## config.mk

```make
export PLATFORM = sky130hd
export DESIGN_NAME = ifetch_queue_flat
export DESIGN_NICKNAME = d
export VERILOG_FILES = /design/src/rtl/ifetch_queue_if.sv /design/src/rtl/ifetch_queue.sv /design/src/flat_wrapper.sv
export SDC_FILE = /design/constraint.sdc
export NUM_CORES = 1
export LEC_CHECK = 0
export ABC_AREA = 0
export CORE_MARGIN = 10
export CORE_UTILIZATION = 25
export DETAILED_ROUTE_END_ITERATION = 10
export PLACE_DENSITY = 0.47
export SYNTH_ARGS = -nofsm -noshare
export SYNTH_HDL_FRONTEND = slang
export SYNTH_SLANG_ARGS = --single-unit
```

## constraint.sdc

```tcl
create_clock -name clk -period 2.7 [get_ports clk]
set_clock_uncertainty 0.15 [all_clocks]
set_input_delay 0.54 -clock clk [delete_from_list [all_inputs] [get_ports clk]]
set_output_delay 0.54 -clock clk [all_outputs]
set_load 0.01 [all_outputs]
```

## src/rtl/ifetch_queue_if.sv

```systemverilog
// Fetch-queue bundle: redirect, instruction-memory request/ack, and the consumer-side instruction stream.
// master = fetch queue, slave = memory/consumer environment.
interface ifetch_queue_if;
  logic        redirect;
  logic [7:0]  redirect_pc;
  logic        imem_req;
  logic [7:0]  imem_addr;
  logic        imem_ack;
  logic [31:0] imem_rdata;
  logic        inst_valid;
  logic [31:0] inst_data;
  logic [7:0]  inst_pc;
  logic        inst_ready;

  modport master (
    input  redirect, redirect_pc, imem_ack, imem_rdata, inst_ready,
    output imem_req, imem_addr, inst_valid, inst_data, inst_pc
  );

  modport slave (
    output redirect, redirect_pc, imem_ack, imem_rdata, inst_ready,
    input  imem_req, imem_addr, inst_valid, inst_data, inst_pc
  );
endinterface

```

## src/rtl/ifetch_queue.sv

```systemverilog
// Instruction fetch queue: one outstanding memory request, DEPTH-entry FIFO of {word, pc}, redirect flush.
// Optional macro IFQ_BYPASS_EN forwards an acked word straight to the consumer when the queue is empty.
module ifetch_queue #(
  parameter int          DEPTH    = 4,
  parameter logic [7:0]  RESET_PC = 8'h00
) (
  input  logic          clk,
  input  logic          rst_n,
  ifetch_queue_if.master ifq
);
  localparam int            CW     = $clog2(DEPTH);
  localparam logic [CW:0]   L_FULL = (CW+1)'(DEPTH);

  typedef enum logic [1:0] {IDLE, REQ, DROP} state_t;

  state_t          r_state, w_state_nxt;
  logic [CW:0]     r_count, w_count_nxt;
  logic [CW-1:0]   r_rd_ptr, r_wr_ptr;
  logic [31:0]     r_mem_data [DEPTH];
  logic [7:0]      r_mem_pc   [DEPTH];
  logic [7:0]      r_fetch_pc, w_fetch_pc_nxt;
  logic [7:0]      r_imem_addr, w_imem_addr_nxt, w_addr_inc;
  logic            r_imem_req, w_imem_req_nxt;
  logic            w_head_valid, w_push, w_pop, w_byp_take;

  assign w_head_valid = (r_count != '0);
  assign w_addr_inc   = r_imem_addr + 8'd4;

`ifdef IFQ_BYPASS_EN
  logic w_byp;
  // Empty queue and a live ack: present the memory word directly to the consumer.
  assign w_byp          = !w_head_valid && (r_state == REQ) && ifq.imem_ack && !ifq.redirect;
  assign w_byp_take     = w_byp && ifq.inst_ready;
  assign ifq.inst_valid = w_head_valid || w_byp;
  assign ifq.inst_data  = w_byp ? ifq.imem_rdata : r_mem_data[r_rd_ptr];
  assign ifq.inst_pc    = w_byp ? r_imem_addr    : r_mem_pc[r_rd_ptr];
`else
  assign w_byp_take     = 1'b0;
  assign ifq.inst_valid = w_head_valid;
  assign ifq.inst_data  = r_mem_data[r_rd_ptr];
  assign ifq.inst_pc    = r_mem_pc[r_rd_ptr];
`endif

  assign w_pop  = w_head_valid && ifq.inst_ready && !ifq.redirect;
  assign w_push = (r_state == REQ) && ifq.imem_ack && !ifq.redirect && !w_byp_take;

  assign ifq.imem_req  = r_imem_req;
  assign ifq.imem_addr = r_imem_addr;

  always_comb begin
    w_state_nxt     = r_state;
    w_imem_req_nxt  = r_imem_req;
    w_imem_addr_nxt = r_imem_addr;
    w_fetch_pc_nxt  = r_fetch_pc;
    w_count_nxt     = r_count + {{CW{1'b0}}, w_push} - {{CW{1'b0}}, w_pop};
    if (ifq.redirect) begin
      w_count_nxt    = '0;
      w_fetch_pc_nxt = ifq.redirect_pc;
    end
    case (r_state)
      IDLE: begin
        if (!ifq.redirect && (r_count < L_FULL)) begin
          w_state_nxt     = REQ;
          w_imem_req_nxt  = 1'b1;
          w_imem_addr_nxt = r_fetch_pc;
        end
      end
      REQ: begin
        if (ifq.redirect) begin
          // Old request must still complete on the bus; DROP swallows its data.
          if (ifq.imem_ack) begin
            w_state_nxt    = IDLE;
            w_imem_req_nxt = 1'b0;
          end else begin
            w_state_nxt    = DROP;
          end
        end else if (ifq.imem_ack) begin
          w_fetch_pc_nxt = w_addr_inc;
          if (w_count_nxt < L_FULL) begin
            w_imem_addr_nxt = w_addr_inc;
          end else begin
            w_state_nxt    = IDLE;
            w_imem_req_nxt = 1'b0;
          end
        end
      end
      DROP: begin
        if (ifq.imem_ack) begin
          w_state_nxt    = IDLE;
          w_imem_req_nxt = 1'b0;
        end
      end
      default: begin
        w_state_nxt    = IDLE;
        w_imem_req_nxt = 1'b0;
      end
    endcase
  end

  always_ff @(posedge clk or negedge rst_n) begin
    if (!rst_n) begin
      r_state     <= IDLE;
      r_count     <= '0;
      r_fetch_pc  <= RESET_PC;
      r_imem_req  <= 1'b0;
      r_imem_addr <= 8'h00;
      r_rd_ptr    <= '0;
      r_wr_ptr    <= '0;
    end else begin
      r_state     <= w_state_nxt;
      r_count     <= w_count_nxt;
      r_fetch_pc  <= w_fetch_pc_nxt;
      r_imem_req  <= w_imem_req_nxt;
      r_imem_addr <= w_imem_addr_nxt;
      if (ifq.redirect) begin
        r_rd_ptr <= '0;
        r_wr_ptr <= '0;
      end else begin
        if (w_push) r_wr_ptr <= r_wr_ptr + 1'b1;
        if (w_pop)  r_rd_ptr <= r_rd_ptr + 1'b1;
      end
    end
  end

  // Storage carries no reset; validity is tracked solely by r_count.
  always_ff @(posedge clk) begin
    if (w_push) begin
      r_mem_data[r_wr_ptr] <= ifq.imem_rdata;
      r_mem_pc[r_wr_ptr]   <= r_imem_addr;
    end
  end
endmodule

```

## src/flat_wrapper.sv

```systemverilog
// flat-port wrapper written by rule: the top's interface ports become plain ports
module ifetch_queue_flat 
#(
  parameter int          DEPTH    = 4,
  parameter logic [7:0]  RESET_PC = 8'h00
)
  (clk, rst_n, ifq_redirect, ifq_redirect_pc, ifq_imem_ack, ifq_imem_rdata, ifq_inst_ready, ifq_imem_req, ifq_imem_addr, ifq_inst_valid, ifq_inst_data, ifq_inst_pc);
  ifetch_queue_if ifq_i ();
  input  logic clk;
  input  logic rst_n;
  input wire logic [$bits(ifq_i.redirect)-1:0] ifq_redirect;
  input wire logic [$bits(ifq_i.redirect_pc)-1:0] ifq_redirect_pc;
  input wire logic [$bits(ifq_i.imem_ack)-1:0] ifq_imem_ack;
  input wire logic [$bits(ifq_i.imem_rdata)-1:0] ifq_imem_rdata;
  input wire logic [$bits(ifq_i.inst_ready)-1:0] ifq_inst_ready;
  output wire logic [$bits(ifq_i.imem_req)-1:0] ifq_imem_req;
  output wire logic [$bits(ifq_i.imem_addr)-1:0] ifq_imem_addr;
  output wire logic [$bits(ifq_i.inst_valid)-1:0] ifq_inst_valid;
  output wire logic [$bits(ifq_i.inst_data)-1:0] ifq_inst_data;
  output wire logic [$bits(ifq_i.inst_pc)-1:0] ifq_inst_pc;
  assign ifq_i.redirect = ifq_redirect;
  assign ifq_i.redirect_pc = ifq_redirect_pc;
  assign ifq_i.imem_ack = ifq_imem_ack;
  assign ifq_i.imem_rdata = ifq_imem_rdata;
  assign ifq_i.inst_ready = ifq_inst_ready;
  assign ifq_imem_req = ifq_i.imem_req;
  assign ifq_imem_addr = ifq_i.imem_addr;
  assign ifq_inst_valid = ifq_i.inst_valid;
  assign ifq_inst_data = ifq_i.inst_data;
  assign ifq_inst_pc = ifq_i.inst_pc;
  ifetch_queue #(.DEPTH(DEPTH), .RESET_PC(RESET_PC)) u_core (.clk(clk), .rst_n(rst_n), .ifq(ifq_i));
endmodule
```

==> results.py <==
metrics = {
    "outcome": {
        "outcome": "finished with violations",
        "violations": "setup timing",
    },
    "worst_setup_path": {
        "r2r_start": "u_core.r_count[1]",
        "critPathArrivalTime_ns": 2.94,
        "reg2reg_to": "u_core.ifq.imem_addr[3]",
        "critPathMaxFanout": 7,
        "critPathRequiredTime_ns": 2.89,
        "crit_end": "u_core.ifq.imem_addr[3]",
        "crit_start": "u_core.r_count[1]",
        "reg2regPathDepth": 13,
        "r2r_setup_slack_ns": -0.04,
        "crit_type": "reg2reg",
        "startpoint_type": "flip-flop",
        "crit_path_end_kind": "flip-flop",
    },
    "global_route": {
        "antenna_found_initial": 0,
        "grt_pass1_wl_mm": 24.1,
        "grt_max_degree": 41,
        "grt_use_total_pct": 8.89,
        "grt_pass1_vias": 4125,
        "gr-total-overflow": 0,
    },
    "layout": {
        "layout-drive-gt1-share_pct": 32.0,
        "final_cells": 891,
        "finish.utilization_pct": 34.0,
        "n_fill_cell": 2788,
        "regArea_mm2": 0.00546,
        "synthToLayoutAreaGrowth_pct": 34.7,
        "layout_common_cells": "edfxtp_1, clkdlybuf4s50_1, mux4_2",
        "final_area_mm2": 0.00970,
        "final_common_cell": "edfxtp_1",
        "diodes": 0,
        "multi_input_area_mm2": 0.00172,
        "num-nets-final": 548,
    },
    "detailed_routing": {
        "vias_per_cell": 4.13,
        "first_pass_iters": 4,
        "vias": 3681,
        "drc_errors": 0,
        "drtAntennaViolNets": 0,
        "wl_per_cell_um": 17.4,
        "wl_mm": 15.5,
        "drt_iter0_drc": 174,
    },
    "die": {
        "fp.dieH_um": 190,
        "die_area_mm2": 0.0360,
        "die_w_um": 190,
        "io_pins": 95,
        "rows": 62,
        "start_util_pct": 25.2,
        "core_mm2": 0.0285,
    },
    "sta": {
        "rsz0062_at_grt": "true",
        "min_period_ns": 2.74,
        "final_max_slew_viol_count": 0,
        "setup_ws_ns": -0.0421,
        "post-route-period-util_pct": 102,
        "maxSlewHeadroom_pct": 54.8,
        "worstMarginPinSlew_ns": 0.677,
        "max_freq_ghz": 0.365,
        "finalHoldViolCount": 0,
        "setup_violations": 5,
    },
    "place": {
        "placed_area_mm2": 0.00888,
        "io_buffers": 94,
        "preCtsSetupSlack_ns": -0.413,
        "dp.final_hpwl_mm": 9.65,
        "gp_congestion": 0.772,
        "dp_cells": 844,
    },
    "run": {
        "maxCapViolations": 0,
    },
    "yosys": {
        "synth_cells": 357,
        "syn_area_mm2": 0.00720,
        "synth_top_area_cell": "edfxtp_1",
        "synth_edf_count": 160,
        "ys_async_sr_fraction_pct": 14.0,
        "synth_flop_cell": "edfxtp_1",
        "synth-seq-area-share_pct": 75.7,
        "ys_ff_latch": 186,
        "synthTopCellsByArea": "edfxtp_1, mux4_2, dfrtp_1",
        "synth_warnings": 0,
        "yosysTopAreaCellShare_pct": 66.7,
        "syn_avg_cell_area_um2": 20.2,
        "yosysUniqueCellTypes": 38,
        "syn_nets": 410,
    },
    "power_and_ir_drop": {
        "power.share.switching_pct": 27.4,
        "p_per_area_mw_per_mm2": 920,
        "comb_power_share_pct": 29.6,
        "power_switching_w": 0.00244,
        "internal-power_w": 0.00648,
        "clockPowerShare_pct": 29.3,
        "max-vdd-ir-drop_mv": 0.459,
        "leakage_nw": 3.30,
        "seqPwrFrac_pct": 41.0,
    },
    "clock_tree": {
        "cts.htree.levels": 4,
        "cts_tree": "done",
        "cts-root-buf": "clkbuf_16",
        "clockBufferDepth": 2,
        "numCtsBuffers": 17,
        "clkSinkCount": 186,
        "cts_hold_buffers": 0,
        "clk_latency_ns": 0.42,
        "clk_pin_slew_worst_paths_ns": 0.07,
    },
    "worst_hold_path": {
        "holdCritPathClass": "in2async",
    },
}
==> sequential cells by signal (all words and copies together) (netlist names) <==
signal	cells
u_core.ifq.imem_addr	8
u_core.r_state	2
u_core.r_mem_pc	32
u_core.r_count	3
u_core.r_wr_ptr	2
u_core.ifq.imem_req	1
u_core.r_rd_ptr	2
u_core.r_mem_data	128
u_core.r_fetch_pc	8
==> cells in the mapped netlist, types with 5 or more instances <==
| master | n |
|---|---|
| nor2_1 | 12 |
| nand2_1 | 22 |
| o21ai_0 | 13 |
| a21oi_1 | 8 |
| mux2i_1 | 8 |
| inv_1 | 5 |
| buf_2 | 7 |
| edfxtp_1 | 160 |
| dfrtp_1 | 26 |
| mux4_2 | 40 |
| ha_1 | 7 |
==> cell families (layout without fill, tap and decap cells) <==
group | Yosys count | in the layout | synth area share [%]
flip-flops | 186 | 186 | 75.7
AND/OR/NAND/NOR | 56 | 56 | 4.00
multiplexers | 48 | 48 | 13.6
AO/OA/AOI/OAI | 30 | 30 | 2.54
buffers and inverters | 21 | 171 | 1.42
adder cells (fa/ha/maj) | 8 | 8 | 1.49
XOR/XNOR | 8 | 8 | 1.18
==> what timing repair did <==
item / 4_1_cts / 5_1_grt
buffers inserted: 11 / 3
setup endpoints to repair: 46 / 28
resized for setup: 132 / 27
endpoints found under the hold margin: 0 / 0
gates cloned: 2 / 0
pin swaps: 7 / 5
==> critical path, stage by stage (launching register included) <==
cell and delay (ns):
dfrtp_1 0.38, or3_4 0.41, nand2_4 0.08, nor2_4 0.04, ha_4 0.22, inv_4 0.05, ha_4 0.11, inv_2 0.03
fa_2 0.32, xnor3_2 0.29, a21oi_4 0.30, buf_4 0.17, nand2_1 0.04, o21ai_0 0.08
==> stage by stage <==
stage | hold slack (ns) | total power, W | setup TNS [ns]
6_report | 0.344 | 0.00892 | -0.108
5_1_grt | 0.373 | 0.00940 | -0.919
4_1_cts | 0.335 | 0.00895 | -0.493
3_5_place_dp | 0.342 | 0.00613 | -2.69
3_3_place_gp | 0.336 | 0.00611 | -2.35
2_1_floorplan | 0.0944 | 0.00493 | -0.0612
==> per-layer routing <==
layer | GRT usage [%] | routed length [µm] | part of all wire [%] | vias to the layer above
met5 | 0 | 0 | 0 | -
met1 | 11.2 | 6900 | 45 | 1906
met2 | 14.6 | 7800 | 50 | 66
met3 | 2.23 | 555 | 3.6 | 13
met4 | 3.24 | 211 | 1.4 | 0
li1 | - | - | - | 1696
==> final cells by class <==
type,instances,share of cell area (%)
Clock buffer,17,4.39
Clock inverter,14,2.00
Inverter,5,0.219
Multi-Input combinational cell,150,17.7
Sequential cell,186,56.3
Tap cell,384,4.95
Timing Repair Buffer,135,14.4
==> worst min-delay path by stage <==
| stage | depth (start not counted) | end | slack (ns) | from |
|---|---|---|---|---|
| finish | 2 | u_core.r_fetch_pc[5] | 0.34 | rst_n |
| floorplan | 0 | u_core.ifq.imem_addr[0] | 0.09 | rst_n |
| CTS | 2 | u_core.r_fetch_pc[5] | 0.34 | rst_n |
| global route | 2 | u_core.r_fetch_pc[5] | 0.37 | rst_n |
| global placement | 2 | u_core.ifq.imem_addr[0] | 0.34 | u_core.r_fetch_pc[0] |
| detailed placement | 2 | u_core.ifq.imem_addr[0] | 0.34 | u_core.r_fetch_pc[0] |
==> power groups by stage <==
stage	clock (W)	combinational, W	sequential (W)
floorplan	0	0.00127	0.00366
global placement	0	0.00238	0.00373
detailed placement	0	0.00239	0.00374
CTS	0.00270	0.00258	0.00366
global route	0.00283	0.00288	0.00370
finish	0.00262	0.00264	0.00366
No activity file was read; power rests on OpenSTA's default activity.
